[config.mk]
export PLATFORM = sky130hd
export DESIGN_NAME = iic_byte_master
export DESIGN_NICKNAME = d
export VERILOG_FILES = /design/src/rtl/iic_pkg.sv /design/src/rtl/iic_quarter_timer.sv /design/src/rtl/iic_byte_master.sv
export SDC_FILE = /design/constraint.sdc
export NUM_CORES = 1
export LEC_CHECK = 0
export ABC_AREA = 1
export CAP_MARGIN = 25
export CORE_MARGIN = 2
export CORE_UTILIZATION = 40
export CTS_CLUSTER_SIZE = 28
export DETAILED_ROUTE_END_ITERATION = 12
export SYNTH_ARGS = -nofsm -noshare
export SYNTH_HDL_FRONTEND = slang
export SYNTH_HIERARCHICAL = 1
export SYNTH_SLANG_ARGS = --single-unit
[constraint.sdc]
create_clock -name clk -period 3.35 [get_ports clk]
set_clock_uncertainty 0.1 [all_clocks]
set_input_delay 0.67 -clock clk [delete_from_list [all_inputs] [get_ports clk]]
set_output_delay 0.67 -clock clk [all_outputs]
set_load 0.01 [all_outputs]
[src/rtl/iic_pkg.sv]
// Shared types for the IIC byte master: FSM states, SCL quarter index and
// the read/write direction encoding used in the address byte.
package iic_pkg;

    typedef enum logic [3:0] {
        IDLE, START, DEV_W, REG, WDATA, RSTART, DEV_R, RDATA, MNACK, ACK, STOP
    } state_t;

    typedef enum logic [1:0] {Q0, Q1, Q2, Q3} quarter_t;

    localparam logic RW_WRITE = 1'b0;
    localparam logic RW_READ  = 1'b1;

endpackage

[src/rtl/iic_quarter_timer.sv]
// Divides clk into SCL quarter periods: a running quarter index plus a strobe
// on the last cycle of each quarter. Held at Q0/count 0 while in reset.
import iic_pkg::*;

module iic_quarter_timer #(
    parameter int DIV_QUARTER = 125
) (
    input  logic       clk,
    input  logic       rst,
    output logic [1:0] q_idx,
    output logic       q_end
);

    logic [11:0] cnt;

    assign q_end = (cnt == 12'(DIV_QUARTER - 1));

    always_ff @(posedge clk) begin
        if (rst) begin
            cnt   <= '0;
            q_idx <= Q0;
        end else if (q_end) begin
            cnt   <= '0;
            q_idx <= q_idx + 2'd1;
        end else begin
            cnt   <= cnt + 12'd1;
        end
    end

endmodule

[src/rtl/iic_byte_master.sv]
// Single-transaction I2C master: one register write or read per request,
// gated by a qualified PLL lock and aborted without STOP if lock is lost.
import iic_pkg::*;

module iic_byte_master #(
    parameter int DIV_QUARTER = 125,
    parameter int LOCK_WAIT   = 1024
) (
    input  logic       clk,
    input  logic       rst,
    input  logic       pll_lock,
    input  logic       req_valid,
    output logic       req_ready,
    input  logic       req_rw,
    input  logic [6:0] req_dev_addr,
    input  logic [7:0] req_reg_addr,
    input  logic [7:0] req_wdata,
    output logic       rsp_valid,
    output logic [7:0] rsp_rdata,
    output logic       rsp_nack,
    output logic       rsp_abort,
    output logic       busy,
    output logic       scl_oe,
    output logic       sda_oe,
    input  logic       sda_i
);

    state_t      state, state_next, ack_from;
    quarter_t    quarter;
    logic [1:0]  q_idx;
    logic        q_end, bit_end, q2_end, idle, accept, lock_lost, lock_ok, scl_low;
    logic [15:0] lock_cnt;
    logic [2:0]  bit_cnt;
    logic [7:0]  shreg, reg_r, wdata_r;
    logic [6:0]  dev_r;
    logic        rw_r, smp, nack_flag;

    assign idle      = (state == IDLE);
    assign busy      = !idle;
    assign lock_ok   = pll_lock && (lock_cnt == 16'(LOCK_WAIT));
    assign req_ready = lock_ok && idle && !rsp_valid;
    assign accept    = req_valid && req_ready;
    assign lock_lost = busy && !pll_lock;
    assign quarter   = quarter_t'(q_idx);
    assign bit_end   = q_end && (quarter == Q3);
    assign q2_end    = q_end && (quarter == Q2);
    assign scl_low   = (quarter == Q0) || (quarter == Q1);

    iic_quarter_timer #(.DIV_QUARTER(DIV_QUARTER)) u_timer (
        .clk   (clk),
        .rst   (rst || idle),
        .q_idx (q_idx),
        .q_end (q_end)
    );

    always_ff @(posedge clk) begin
        if (rst || !pll_lock)
            lock_cnt <= '0;
        else if (lock_cnt != 16'(LOCK_WAIT))
            lock_cnt <= lock_cnt + 16'd1;
    end

    always_ff @(posedge clk) begin
        if (rst) state <= IDLE;
        else     state <= state_next;
    end

    always_comb begin
        state_next = state;
        case (state)
            IDLE:   if (accept) state_next = START;
            START:  if (bit_end) state_next = DEV_W;
            DEV_W, REG, WDATA, DEV_R:
                    if (bit_end && bit_cnt == 3'd7) state_next = ACK;
            RDATA:  if (bit_end && bit_cnt == 3'd7) state_next = MNACK;
            ACK: begin
                if (bit_end) begin
                    if (smp) begin
                        state_next = STOP;
                    end else begin
                        case (ack_from)
                            DEV_W:   state_next = REG;
                            REG:     state_next = (rw_r == RW_READ) ? RSTART : WDATA;
                            DEV_R:   state_next = RDATA;
                            default: state_next = STOP;
                        endcase
                    end
                end
            end
            RSTART: if (bit_end) state_next = DEV_R;
            MNACK:  if (bit_end) state_next = STOP;
            STOP:   if (bit_end) state_next = IDLE;
            default: state_next = IDLE;
        endcase
        if (lock_lost) state_next = IDLE;
    end

    // Open-drain drive: 1 pulls the line low.
    always_comb begin
        scl_oe = 1'b0;
        sda_oe = 1'b0;
        case (state)
            START: begin
                sda_oe = !scl_low;
            end
            RSTART: begin
                scl_oe = (quarter == Q0);
                sda_oe = !scl_low;
            end
            STOP: begin
                scl_oe = (quarter == Q0);
                sda_oe = scl_low;
            end
            DEV_W, REG, WDATA, DEV_R: begin
                scl_oe = scl_low;
                sda_oe = !shreg[7];
            end
            ACK, RDATA, MNACK: begin
                scl_oe = scl_low;
            end
            default: ;
        endcase
    end

    always_ff @(posedge clk) begin
        if (accept) begin
            rw_r      <= req_rw;
            dev_r     <= req_dev_addr;
            reg_r     <= req_reg_addr;
            wdata_r   <= req_wdata;
            nack_flag <= 1'b0;
        end
        if (q2_end)
            smp <= sda_i;
        if (bit_end) begin
            bit_cnt <= (state_next != state) ? 3'd0 : bit_cnt + 3'd1;
            if (state == ACK && smp)
                nack_flag <= 1'b1;
            if (state_next == ACK && state != ACK)
                ack_from <= state;
            // Load on entry to a transmit byte; otherwise shift, capturing the
            // sampled bit so a finished RDATA leaves the received byte here.
            if (state_next != state) begin
                case (state_next)
                    DEV_W:   shreg <= {dev_r, RW_WRITE};
                    REG:     shreg <= reg_r;
                    WDATA:   shreg <= wdata_r;
                    DEV_R:   shreg <= {dev_r, RW_READ};
                    default: if (state == RDATA) shreg <= {shreg[6:0], smp};
                endcase
            end else begin
                shreg <= {shreg[6:0], smp};
            end
        end
    end

    always_ff @(posedge clk) begin
        if (rst) begin
            rsp_valid <= 1'b0;
            rsp_rdata <= '0;
            rsp_nack  <= 1'b0;
            rsp_abort <= 1'b0;
        end else if (lock_lost) begin
            rsp_valid <= 1'b1;
            rsp_rdata <= '0;
            rsp_nack  <= 1'b0;
            rsp_abort <= 1'b1;
        end else if (state == STOP && bit_end) begin
            rsp_valid <= 1'b1;
            rsp_rdata <= (rw_r == RW_READ && !nack_flag) ? shreg : 8'd0;
            rsp_nack  <= nack_flag;
            rsp_abort <= 1'b0;
        end else begin
            rsp_valid <= 1'b0;
        end
    end

endmodule

==> flow_summary_export.csv <==
group,metric,value,unit
floorplan,rows,37,
global_route,top_usage_layer,"met2",
global_route,use_met3,2.88,%
synth,yosysSeqAreaShare,50.5,%
placement,dp_hpwl,6.59,mm
critical_path,cp_slowest_cell,"dfxtp_1",
worst_hold_path,hold_start,"lock_cnt[15]",
global_route,grt_overflow,0,
critical_path,crit_chain,"inv_2 > nand2_1 > inv_2 > nand2_2 > inv_2 > nor4_1 > nor2_1 > clkdlybuf4s50_1",
floorplan,core_area,0.0103,sq mm
placement,gp_congestion,0.864,
clocking,insertion_delay,0.36,ns
sta,final.min_clock_period,3.07,ns
critical_path,end_kind,"output port",
synth,syn_nets,534,
sta,min_period_over_period,91.6,%
worst_hold_path,holdPathStages,1,
clocking,cts_root_buf,"clkbuf_8",
floorplan,ios,44,
clocking,cts_made_buffers,9,
global_route,gr-usage-met2,26.4,%
floorplan,start_util,40.9,%
synth,synth_cell_type_count,39,
global_route,grt_use_total,16.8,%
finish,drive_above_1_share,12.1,%
critical_path,critPathMostFrequentCell,"inv_2",
synth,synth_compound_area_share,7.63,%
power,power.density,361,mW/mm^2
synth,synth_fa_ha_area_share,1.79,%
finish,nets,586,
clocking,clock_sinks,86,
sta,tightestPinTransition,0.522,ns
sta,tns,0,ns
clocking,clkTransAtPathRegs,0.08,ns
synth,synth_top_family_by_area,"simple AND/OR/NAND/NOR gates",
critical_path,worstSetupPathType,"reg2out",
finish,area_growth,18.3,%
clocking,postCtsHoldBufs,0,
clocking,tritoncts,"done",
global_route,grtUsageMet1,22.7,%
clocking,htree_levels,3,
run,cap_violations,0,
synth,synth_edf_count,40,
critical_path,crit_path_max_incr_delay,0.63,ns
synth,synthMuxAreaShare,0,%
sta,setup_viol,0,
global_route,grt_max_degree,26,
power,vdd_drop_max,0.161,mV
synth,synth_xor_area_share,1.91,%
synth,netlist_instances,499,
synth,netlist_area,0.00420,sq mm
placement,port_buffers,43,
finish,diodes,0,
synth,yosys-top-cells-count,"nand2_1, nand3_1, nor2_1",
critical_path,r2r_slack,0.30,ns
critical_path,r2r_end,"shreg[7]",
sta,fmax,326,MHz
worst_hold_path,holdPathEnd,"lock_cnt[15]",
floorplan,dieArea,0.0113,sq mm
global_route,antenna_found_initial,0,
floorplan,fp.dieH,106,um
worst_hold_path,hold_class,"reg2reg",
routing,vias,3404,
routing,via_per_inst,4.92,
sta,slew_violations,0,
routing,postRouteAntennaNets,0,
global_route,grt_pass1_vias,3273,
routing,drt_iter0_markers,266,
power,total_power,1.80,mW
synth,synth_most_common_cell,"nand2_1",
sta,rsz0062_at_grt,"false",
synth,ys_async_sr_fraction,0,%
synth,yosysTopAreaCell,"edfxtp_1",
synth,ys_top_cells_by_area,"edfxtp_1, dfxtp_1, nand2_1, nand3_1, nor2_1",
critical_path,cp-start-kind,"flop",
synth,syn_avg_cell_area,8.42,sq um
critical_path,arrival,2.30,ns
critical_path,reg2regPathDepth,16,
outcome,status,"finished clean",
clocking,cts_buffer_depth,2,
routing,drcViolationCount,0,
synth,synth_seq_cells,86,
synth,yosys_warnings,6,
synth,synth_flop_cell,"dfxtp_1",
sta,hold_violations,0,
global_route,grt_pass1_wl,15.1,mm
routing,avgRoutedWirePerCell,12.9,um
synth,yosysTopAreaCellShare,28.6,%
routing,drt_wl_total,8.92,mm
critical_path,cp_max_fo,9,
routing,drt_pass1_iterations,5,
sta,relSlewSlack,65.1,%
critical_path,worstReg2RegStart,"u_timer/cnt[0]",
power,p_leak,1.87,nW
synth,synthSimpleGateAreaFrac,31.1,%
floorplan,die_w,106,um
critical_path,cp_data_required_time,2.58,ns
[worst max-delay path: cells and delay by family, from the launching register on]
kind	cells	cell delay (ns)
flip-flops	1	0.63
AND/OR/NAND/NOR	4	0.66
buffers and inverters	4	0.66
[worst max-delay path by stage]
stage	slack (ns)	cells after the start	endpoint	startpoint
6_report	0.28	8	scl_oe	state[1]
5_1_grt	0.02	16	shreg[0]	u_timer/cnt[0]
4_1_cts	0.14	16	shreg[7]	u_timer/cnt[0]
3_5_place_dp	0.16	16	shreg[2]	u_timer/cnt[0]
3_3_place_gp	0.30	16	shreg[5]	u_timer/cnt[0]
2_1_floorplan	0.49	16	shreg[0]	u_timer/cnt[0]
[through the flow]
stage | utilization (%) | setup WS, ns | std cells | cell area [sq um] | hold WS (ns)
3_3_place_gp | 46.5 | 0.299 | 675 | 4780 | 0.342
6_report | 48.4 | 0.282 | 692 | 4970 | 0.357
3_5_place_dp | 46.5 | 0.162 | 675 | 4780 | 0.349
4_1_cts | 48.2 | 0.138 | 691 | 4960 | 0.358
5_1_grt | 48.4 | 0.0215 | 692 | 4970 | 0.394
2_1_floorplan | - | 0.495 | 499 | 4200 | 0.303
[per-layer routing]
metal	share of wire, %	up-vias
li1	-	1748
met1	47	1579
met2	47	61
met3	3.6	16
met4	2.0	0
met5	0	-
[power breakdown]
| group | switching [mW] | total, mW | internal [mW] |
|---|---|---|---|
| clock | 0.381 | 0.654 | 0.273 |
| combinational | 0.0158 | 0.0483 | 0.0325 |
| sequential | 0.00120 | 1.09 | 1.09 |
[flip-flops by register name (all words and copies together) (netlist names)]
name / flops
lock_cnt: 16
u_timer/cnt: 12
reg_r: 8
rsp_rdata: 8
shreg: 8
wdata_r: 8
dev_r: 7
ack_from: 4
state: 4
bit_cnt: 3
u_timer/q_idx: 2
nack_flag: 1
rsp_abort: 1
rsp_nack: 1
rsp_valid: 1
rw_r: 1
smp: 1
[cell families after synthesis]
group           Yosys count
simple gates            279
flops                    86
buf+inv                  70
compound gates           51
xor+xnor                  7
fa+ha+maj                 6
[cell usage in the layout, fill, tap and decap left out, types with 6 or more instances in the layout]
master / netlist / layout
ha_1: 6 / 6
nand2_2: 9 / 9
inv_1: 53 / 53
edfxtp_1: 40 / 40
o21ai_0: 11 / 11
clkbuf_8: 0 / 9
nor3_1: 7 / 7
nand3_1: 62 / 62
dfxtp_1: 46 / 46
inv_2: 6 / 6
a21oi_1: 27 / 27
nor2_1: 58 / 58
nand2_1: 107 / 107
nand4_1: 10 / 10
nor2_2: 13 / 13
buf_4: 2 / 8
clkdlybuf4s50_1: 0 / 43
[area by class of cell]
| cell class | count | area [sq um] |
|---|---|---|
| Tap cell | 136 | 170 |
| Multi-Input combinational cell | 343 | 1790 |
| Inverter | 60 | 225 |
| Sequential cell | 86 | 2120 |
| Clock buffer | 10 | 128 |
| Clock inverter | 6 | 47.5 |
| Timing Repair Buffer | 51 | 490 |
| Fill cell | 1038 | 5310 |
[timing repair]
action,4_1_cts,5_1_grt
resized for setup,0,1
setup buffers,0,1
endpoints found under the setup margin,0,8
(Power assumes the default switching activity.)
